<file path="config.mk">
export PLATFORM = sky130hd
export DESIGN_NAME = crypto_block_responder
export DESIGN_NICKNAME = d
export VERILOG_FILES = /design/src/rtl/crypto_block_pkg.sv /design/src/rtl/crypto_block_round.sv /design/src/rtl/crypto_block_responder.sv
export SDC_FILE = /design/constraint.sdc
export NUM_CORES = 1
export LEC_CHECK = 0
export BUFFER_PORTS_ARGS = -buffer_cell sky130_fd_sc_hd__buf_4
export CAP_MARGIN = 15
export CELL_PAD_IN_SITES_DETAIL_PLACEMENT = 0
export CELL_PAD_IN_SITES_GLOBAL_PLACEMENT = 1
export CORE_ASPECT_RATIO = 0.8
export CORE_MARGIN = 10
export CORE_UTILIZATION = 38
export CTS_BUF_LIST = sky130_fd_sc_hd__clkbuf_8
export DETAILED_ROUTE_END_ITERATION = 10
export GPL_ROUTABILITY_DRIVEN = 1
export GPL_TIMING_DRIVEN = 0
export HOLD_SLACK_MARGIN = 0.03
export PLACE_DENSITY_LB_ADDON = 0.1
export SYNTH_ARGS = -nofsm -noshare
export SYNTH_HDL_FRONTEND = slang
export SYNTH_SLANG_ARGS = --single-unit
</file>
<file path="constraint.sdc">
create_clock -name crypto_clk -period 2 [get_ports crypto_clk]
set_input_delay 0.5 -clock crypto_clk [delete_from_list [all_inputs] [get_ports crypto_clk]]
set_output_delay 0.5 -clock crypto_clk [all_outputs]
set_load 0.02 [all_outputs]
</file>
<file path="src/rtl/crypto_block_pkg.sv">
// Shared types and limits for the crypto block responder (loopback test core).
package crypto_block_pkg;

    localparam int CRYPTO_BLOCK_WIDTH_DEFAULT = 128;
    localparam int CRYPTO_BLOCK_ROUNDS_MAX    = 255;
    localparam int CRYPTO_BLOCK_CNT_W         = 8;

    typedef enum logic [1:0] {
        IDLE = 2'd0,
        RUN  = 2'd1,
        DONE = 2'd2
    } crypto_state_e;

endpackage

</file>
<file path="src/rtl/crypto_block_round.sv">
// One round of the test transform: k' = rotl(k,8), s' = rotl(s,1) ^ k' ^ zext(r).
module crypto_block_round
    import crypto_block_pkg::*;
#(
    parameter int WIDTH = CRYPTO_BLOCK_WIDTH_DEFAULT
) (
    input  logic [WIDTH-1:0]              s,
    input  logic [WIDTH-1:0]              k,
    input  logic [CRYPTO_BLOCK_CNT_W-1:0] r,
    output logic [WIDTH-1:0]              s_next,
    output logic [WIDTH-1:0]              k_next
);

    localparam int NBYTES = WIDTH / 8;

    // Rotating left by one byte moves every byte up one lane, top byte wraps to lane 0.
    for (genvar gi = 0; gi < NBYTES; gi++) begin : g_key_rot
        assign k_next[gi*8 +: 8] = k[((gi + NBYTES - 1) % NBYTES)*8 +: 8];
    end

    assign s_next = {s[WIDTH-2:0], s[WIDTH-1]}
                  ^ k_next
                  ^ {{(WIDTH-CRYPTO_BLOCK_CNT_W){1'b0}}, r};

endmodule

</file>
<file path="src/rtl/crypto_block_responder.sv">
// Reference/loopback crypto core for the block interface: iterative test transform.
// Optional feature: BLOCK_RESP_RESTART_EN lets a start during RUN restart the operation.
module crypto_block_responder
    import crypto_block_pkg::*;
#(
    parameter int WIDTH  = CRYPTO_BLOCK_WIDTH_DEFAULT,
    parameter int ROUNDS = 10
) (
    input  logic             crypto_clk,
    input  logic             crypto_rstn,
    input  logic [WIDTH-1:0] crypto_textout,
    input  logic [WIDTH-1:0] crypto_keyout,
    input  logic             crypto_start,
    output logic [WIDTH-1:0] crypto_cipherin,
    output logic             crypto_ready,
    output logic             crypto_done,
    output logic             crypto_idle
);

    if ((WIDTH % 8) != 0 || WIDTH < 16) begin : g_bad_width
        $error("crypto_block_responder: WIDTH must be a multiple of 8 and >= 16");
    end
    if (ROUNDS < 1 || ROUNDS > CRYPTO_BLOCK_ROUNDS_MAX) begin : g_bad_rounds
        $error("crypto_block_responder: ROUNDS must be in 1..255");
    end

`ifdef BLOCK_RESP_RESTART_EN
    localparam bit RESTART_EN = 1'b1;
`else
    localparam bit RESTART_EN = 1'b0;
`endif

    localparam logic [CRYPTO_BLOCK_CNT_W-1:0] LAST_ROUND = CRYPTO_BLOCK_CNT_W'(ROUNDS);

    crypto_state_e                 state_reg;
    crypto_state_e                 state_next;
    logic [WIDTH-1:0]              s_reg;
    logic [WIDTH-1:0]              k_reg;
    logic [CRYPTO_BLOCK_CNT_W-1:0] r_reg;
    logic [WIDTH-1:0]              cipher_reg;
    logic [WIDTH-1:0]              s_next;
    logic [WIDTH-1:0]              k_next;
    logic                          load;
    logic                          advance;
    logic                          finish;

    crypto_block_round #(
        .WIDTH (WIDTH)
    ) u_round (
        .s      (s_reg),
        .k      (k_reg),
        .r      (r_reg),
        .s_next (s_next),
        .k_next (k_next)
    );

    always_comb begin
        state_next = state_reg;
        load       = 1'b0;
        advance    = 1'b0;
        finish     = 1'b0;
        unique case (state_reg)
            IDLE, DONE: begin
                if (crypto_start) begin
                    state_next = RUN;
                    load       = 1'b1;
                end else begin
                    state_next = IDLE;
                end
            end
            RUN: begin
                if (RESTART_EN && crypto_start) begin
                    load = 1'b1;
                end else begin
                    advance = 1'b1;
                    if (r_reg == LAST_ROUND) begin
                        finish     = 1'b1;
                        state_next = DONE;
                    end
                end
            end
            default: state_next = IDLE;
        endcase
    end

    always_ff @(posedge crypto_clk) begin
        if (!crypto_rstn) begin
            state_reg  <= IDLE;
            s_reg      <= '0;
            k_reg      <= '0;
            r_reg      <= '0;
            cipher_reg <= '0;
        end else begin
            state_reg <= state_next;
            if (load) begin
                s_reg <= crypto_textout ^ crypto_keyout;
                k_reg <= crypto_keyout;
                r_reg <= CRYPTO_BLOCK_CNT_W'(1);
            end else if (advance) begin
                s_reg <= s_next;
                k_reg <= k_next;
                r_reg <= r_reg + 1'b1;
            end
            // The final round's result goes straight to the output register.
            if (finish) begin
                cipher_reg <= s_next;
            end
        end
    end

    assign crypto_cipherin = cipher_reg;
    assign crypto_ready    = (state_reg != RUN) || RESTART_EN;
    assign crypto_idle     = (state_reg != RUN);
    assign crypto_done     = (state_reg == DONE);

endmodule

</file>
==> impl_results.rst <==
.. list-table::
   :header-rows: 1

   * - Metric
     - Value
   * - Hold Path Depth
     - 3
   * - Share of layout cells above drive strength 1
     - 22.4%
   * - P_leak
     - 10.7 nW
   * - Combinational fraction of design power
     - 17.7%
   * - Data required, critical path
     - 1500 ps
   * - Final Power
     - 20.1 mW
   * - Cell area after technology mapping
     - 0.0192 sq mm
   * - Count of H-tree levels built during CTS
     - 3
   * - Endpoint arrival time on the critical path
     - 1700 ps
   * - Cells taking the most area after synthesis
     - sky130_fd_sc_hd__dfxtp_1, sky130_fd_sc_hd__mux2i_1, sky130_fd_sc_hd__nand2_1
   * - Placer Congestion
     - 0.882
   * - Area growth syn-to-layout
     - 29.9%
   * - Post-route core utilization
     - 50.1%
   * - Post-synthesis sequential area ratio
     - 41.0%
   * - Fin crit share
     - 110%
   * - Worst Path Class, Setup
     - flip-flop to primary output
   * - Final setup viols
     - 2
   * - Total grt overflow
     - 0
   * - GRT Util Overall
     - 24.6%
   * - Leading cell types by count after synthesis
     - sky130_fd_sc_hd__nand2_1, sky130_fd_sc_hd__dfxtp_1, sky130_fd_sc_hd__mux2i_1
   * - Aggregate routed wire length
     - 76,500 um
   * - Hold Worst Slack
     - 125 ps
   * - Boundary Pins
     - 390
   * - Power density of the placed cells
     - 805 mW/mm^2
   * - Sequential power share
     - 44.6%
   * - Max-slew violation total from the final report
     - 0
   * - Core box area
     - 0.0499 sq mm
   * - Fill cell count
     - 5,009
   * - Peak clock frequency supported by timing
     - 454 MHz
   * - Shortest period the worst path allows
     - 2200 ps
   * - # hold bufs at CTS
     - 0
   * - First-pass GRT wire length
     - 115,000 um
   * - Die footprint
     - 0.0601 sq mm
   * - Clock share of power
     - 37.8%
   * - CTS Buf Count
     - 70
   * - Worst hold path class
     - primary input to flip-flop
   * - Drt first-iter violations
     - 1,330
   * - Via/cell ratio
     - 5.33
   * - Clock-pin transition on the worst setup and hold timing paths
     - 60 ps
   * - Synth Flop Type
     - sky130_fd_sc_hd__dfxtp_1
   * - Count of cells along the worst register-to-register path
     - 8
   * - Source of the worst register-to-register timing path
     - r_reg[2]
   * - Number of nets with antenna violations after routing
     - 0
   * - Number of global-route vias before repair
     - 18,703
   * - Switch Pwr
     - 6.22 mW
   * - Largest driver fanout on the critical path
     - 4
   * - DP HPWL
     - 58,000 um
   * - Post-route cell area
     - 0.0250 sq mm
   * - Cell count after placement
     - 3,296
   * - Slew at the pin closest to its max-slew limit
     - 1120 ps
   * - Starting density of the core
     - 38.6%
   * - Worst Setup End Kind
     - primary output
   * - Warning count from the yosys run
     - 0
   * - DR vias
     - 18,362
   * - Buffer cell driving the clock tree root
     - sky130_fd_sc_hd__clkbuf_8
   * - Area post-placement
     - 0.0230 sq mm
   * - Cells after synthesis
     - 2,234
   * - Largest clock skew in the final design
     - 18.9 ps
   * - Max transition margin
     - 25.5%
   * - Largest stage delay on the critical path
     - 380 ps
   * - Max Cap Viol
     - 0
   * - Most area-hungry cell type in the Yosys netlist
     - sky130_fd_sc_hd__dfxtp_1
   * - Sequence of cells on the critical path
     - nor2b_4 -> buf_6 -> inv_8 -> clkbuf_16 -> buf_6 -> buf_6
   * - Result of the run
     - finished, violations left
   * - Area share of the largest cell type after synthesis
     - 41.0%
   * - Unrepaired setup endpoints after global routing
     - yes
   * - Core Rows
     - 73
   * - TritonCTS clock tree
     - done
   * - Worst-path cell with the longest stage delay
     - sky130_fd_sc_hd__dfxtp_4
   * - Die boundary width
     - 272 um
   * - Worst min-delay path startpoint
     - crypto_textout[90]
   * - Average cell area after synthesis
     - 8.61 sq um
   * - Register-to-Register Setup Slack
     - 0 ps
   * - Kind of start point of the critical path
     - flip-flop
   * - Critical path buffer and inverter count
     - 5
   * - Flops & latches, synth
     - 394
   * - Detailed-route wire length per cell
     - 22.2 um
   * - Worst-case clock buffer depth
     - 3
   * - Non-Filler Instances
     - 3,448
   * - Total clock sinks
     - 394
   * - Maximum number of pins on one net before global-route repair
     - 11
   * - Buffers added on ports
     - 387
   * - Reg-to-reg endpoint
     - crypto_cipherin[13]
   * - Fraction of power spent switching nets
     - 30.9%
   * - Final setup margin
     - -200 ps
   * - Unique cell type count in the Yosys netlist
     - 37
   * - Number of endpoints with negative hold slack in the final report
     - 0
   * - VDD IR max
     - 0.469 mV
   * - Int Pwr
     - 13.9 mW
   * - First-pass iteration count of the detailed router
     - 8
   * - Endpoint of the worst hold-timing path
     - s_reg[90]
   * - Die span in y
     - 221 um
   * - Initial antenna violation count
     - 6
   * - Kind of cell with the highest combined delay on the critical path
     - buffers and inverters
   * - Clk_lat worst skew
     - 660 ps
   * - EDFF count, synth
     - 0
   * - Failing checks
     - negative setup slack
   * - Net count after synthesis
     - 2,495
   * - Post-place setup slack
     - -1230 ps
   * - Most frequently used cell type in the post-synthesis netlist
     - sky130_fd_sc_hd__nand2_1
   * - Crit-path most repeated cell
     - sky130_fd_sc_hd__buf_6
   * - Post-layout nets
     - 2,983
   * - Asr flop ratio synth
     - 0%
   * - Total negative slack
     - -328 ps
   * - Number of remaining DRC errors
     - 0
## layer usage
layer | vias up | routed length (um) | track usage [%]
met4 | 6 | 1490 | 6.15
met2 | 647 | 33500 | 37.4
met1 | 8886 | 35500 | 34.0
met3 | 112 | 5960 | 6.51
met5 | - | 27 | 0
li1 | 8711 | - | -
## power by group through the flow
stage          clock (mW)  sequential, mW  combinational (mW)
2_1_floorplan           0            8.90                2.11
4_1_cts              7.69            8.95                3.51
5_1_grt              8.06            9.02                3.90
6_report             7.59            8.96                3.55
3_5_place_dp            0            9.12                3.41
3_3_place_gp            0            9.11                3.38
## worst max-delay path by stage
stage / start / end / depth (start not counted)
after floorplan: state_reg[1] / crypto_ready / 7
after global placement: crypto_rstn / r_reg[1] / 5
after detailed placement: crypto_rstn / r_reg[1] / 5
after CTS: state_reg[0] / crypto_ready / 6
after global routing: state_reg[0] / crypto_ready / 6
final: state_reg[0] / crypto_ready / 6
## layout make-up
class	instances	area [sq um]	area share, %
multi-input cells	1618	10400	41.5
flip-flops and latches	394	7910	31.7
repair buffers	422	3380	13.5
clock buffers	87	1200	4.79
plain buffers	174	935	3.74
well taps	675	845	3.38
inverters	42	168	0.671
clock inverters	32	164	0.656
diodes	4	10.0	0.0401
## cells by family (layout without fill, tap and decap cells)
group           after synthesis  count (layout)  share of synthesized area (%)
simple gates                773             773                           16.2
flops                       394             394                           41.0
compound gates              367             367                           13.6
mux                         256             256                           13.3
buf+inv                     222             757                           5.40
xor+xnor                    220             220                           10.4
fa+ha+maj                     2               2                          0.130
other cells                   0               4                              0
## worst min-delay path, cell delays in order
cell	delay, ps
sky130_fd_sc_hd__buf_4	110
sky130_fd_sc_hd__nand2b_1	60
sky130_fd_sc_hd__a221oi_1	60
## cells in the final DEF (no fill, tap or decap), types with 40 or more instances in the layout
| cell type | netlist | layout |
|---|---|---|
| sky130_fd_sc_hd__dfxtp_1 | 394 | 387 |
| sky130_fd_sc_hd__nand2_1 | 574 | 574 |
| sky130_fd_sc_hd__a311oi_1 | 128 | 128 |
| sky130_fd_sc_hd__buf_4 | 2 | 403 |
| sky130_fd_sc_hd__a31oi_1 | 40 | 40 |
| sky130_fd_sc_hd__clkbuf_1 | 127 | 84 |
| sky130_fd_sc_hd__a221oi_1 | 42 | 42 |
| sky130_fd_sc_hd__o22ai_1 | 49 | 49 |
| sky130_fd_sc_hd__xor2_1 | 206 | 206 |
| sky130_fd_sc_hd__a21oi_1 | 56 | 56 |
| sky130_fd_sc_hd__o21ai_0 | 43 | 43 |
| sky130_fd_sc_hd__nor2_1 | 131 | 131 |
| sky130_fd_sc_hd__mux2i_1 | 256 | 255 |
| sky130_fd_sc_hd__clkbuf_8 | 0 | 88 |
| sky130_fd_sc_hd__inv_1 | 40 | 64 |
## timing repair
action                                 CTS  global route
endpoints found under the hold margin    0             0
pin swaps                                4             2
gates resized for setup                 76            53
setup buffers                           26             5
setup endpoints to repair              377           275
gates cloned                            12             0
Note: power is estimated with default switching activity, not from simulation.
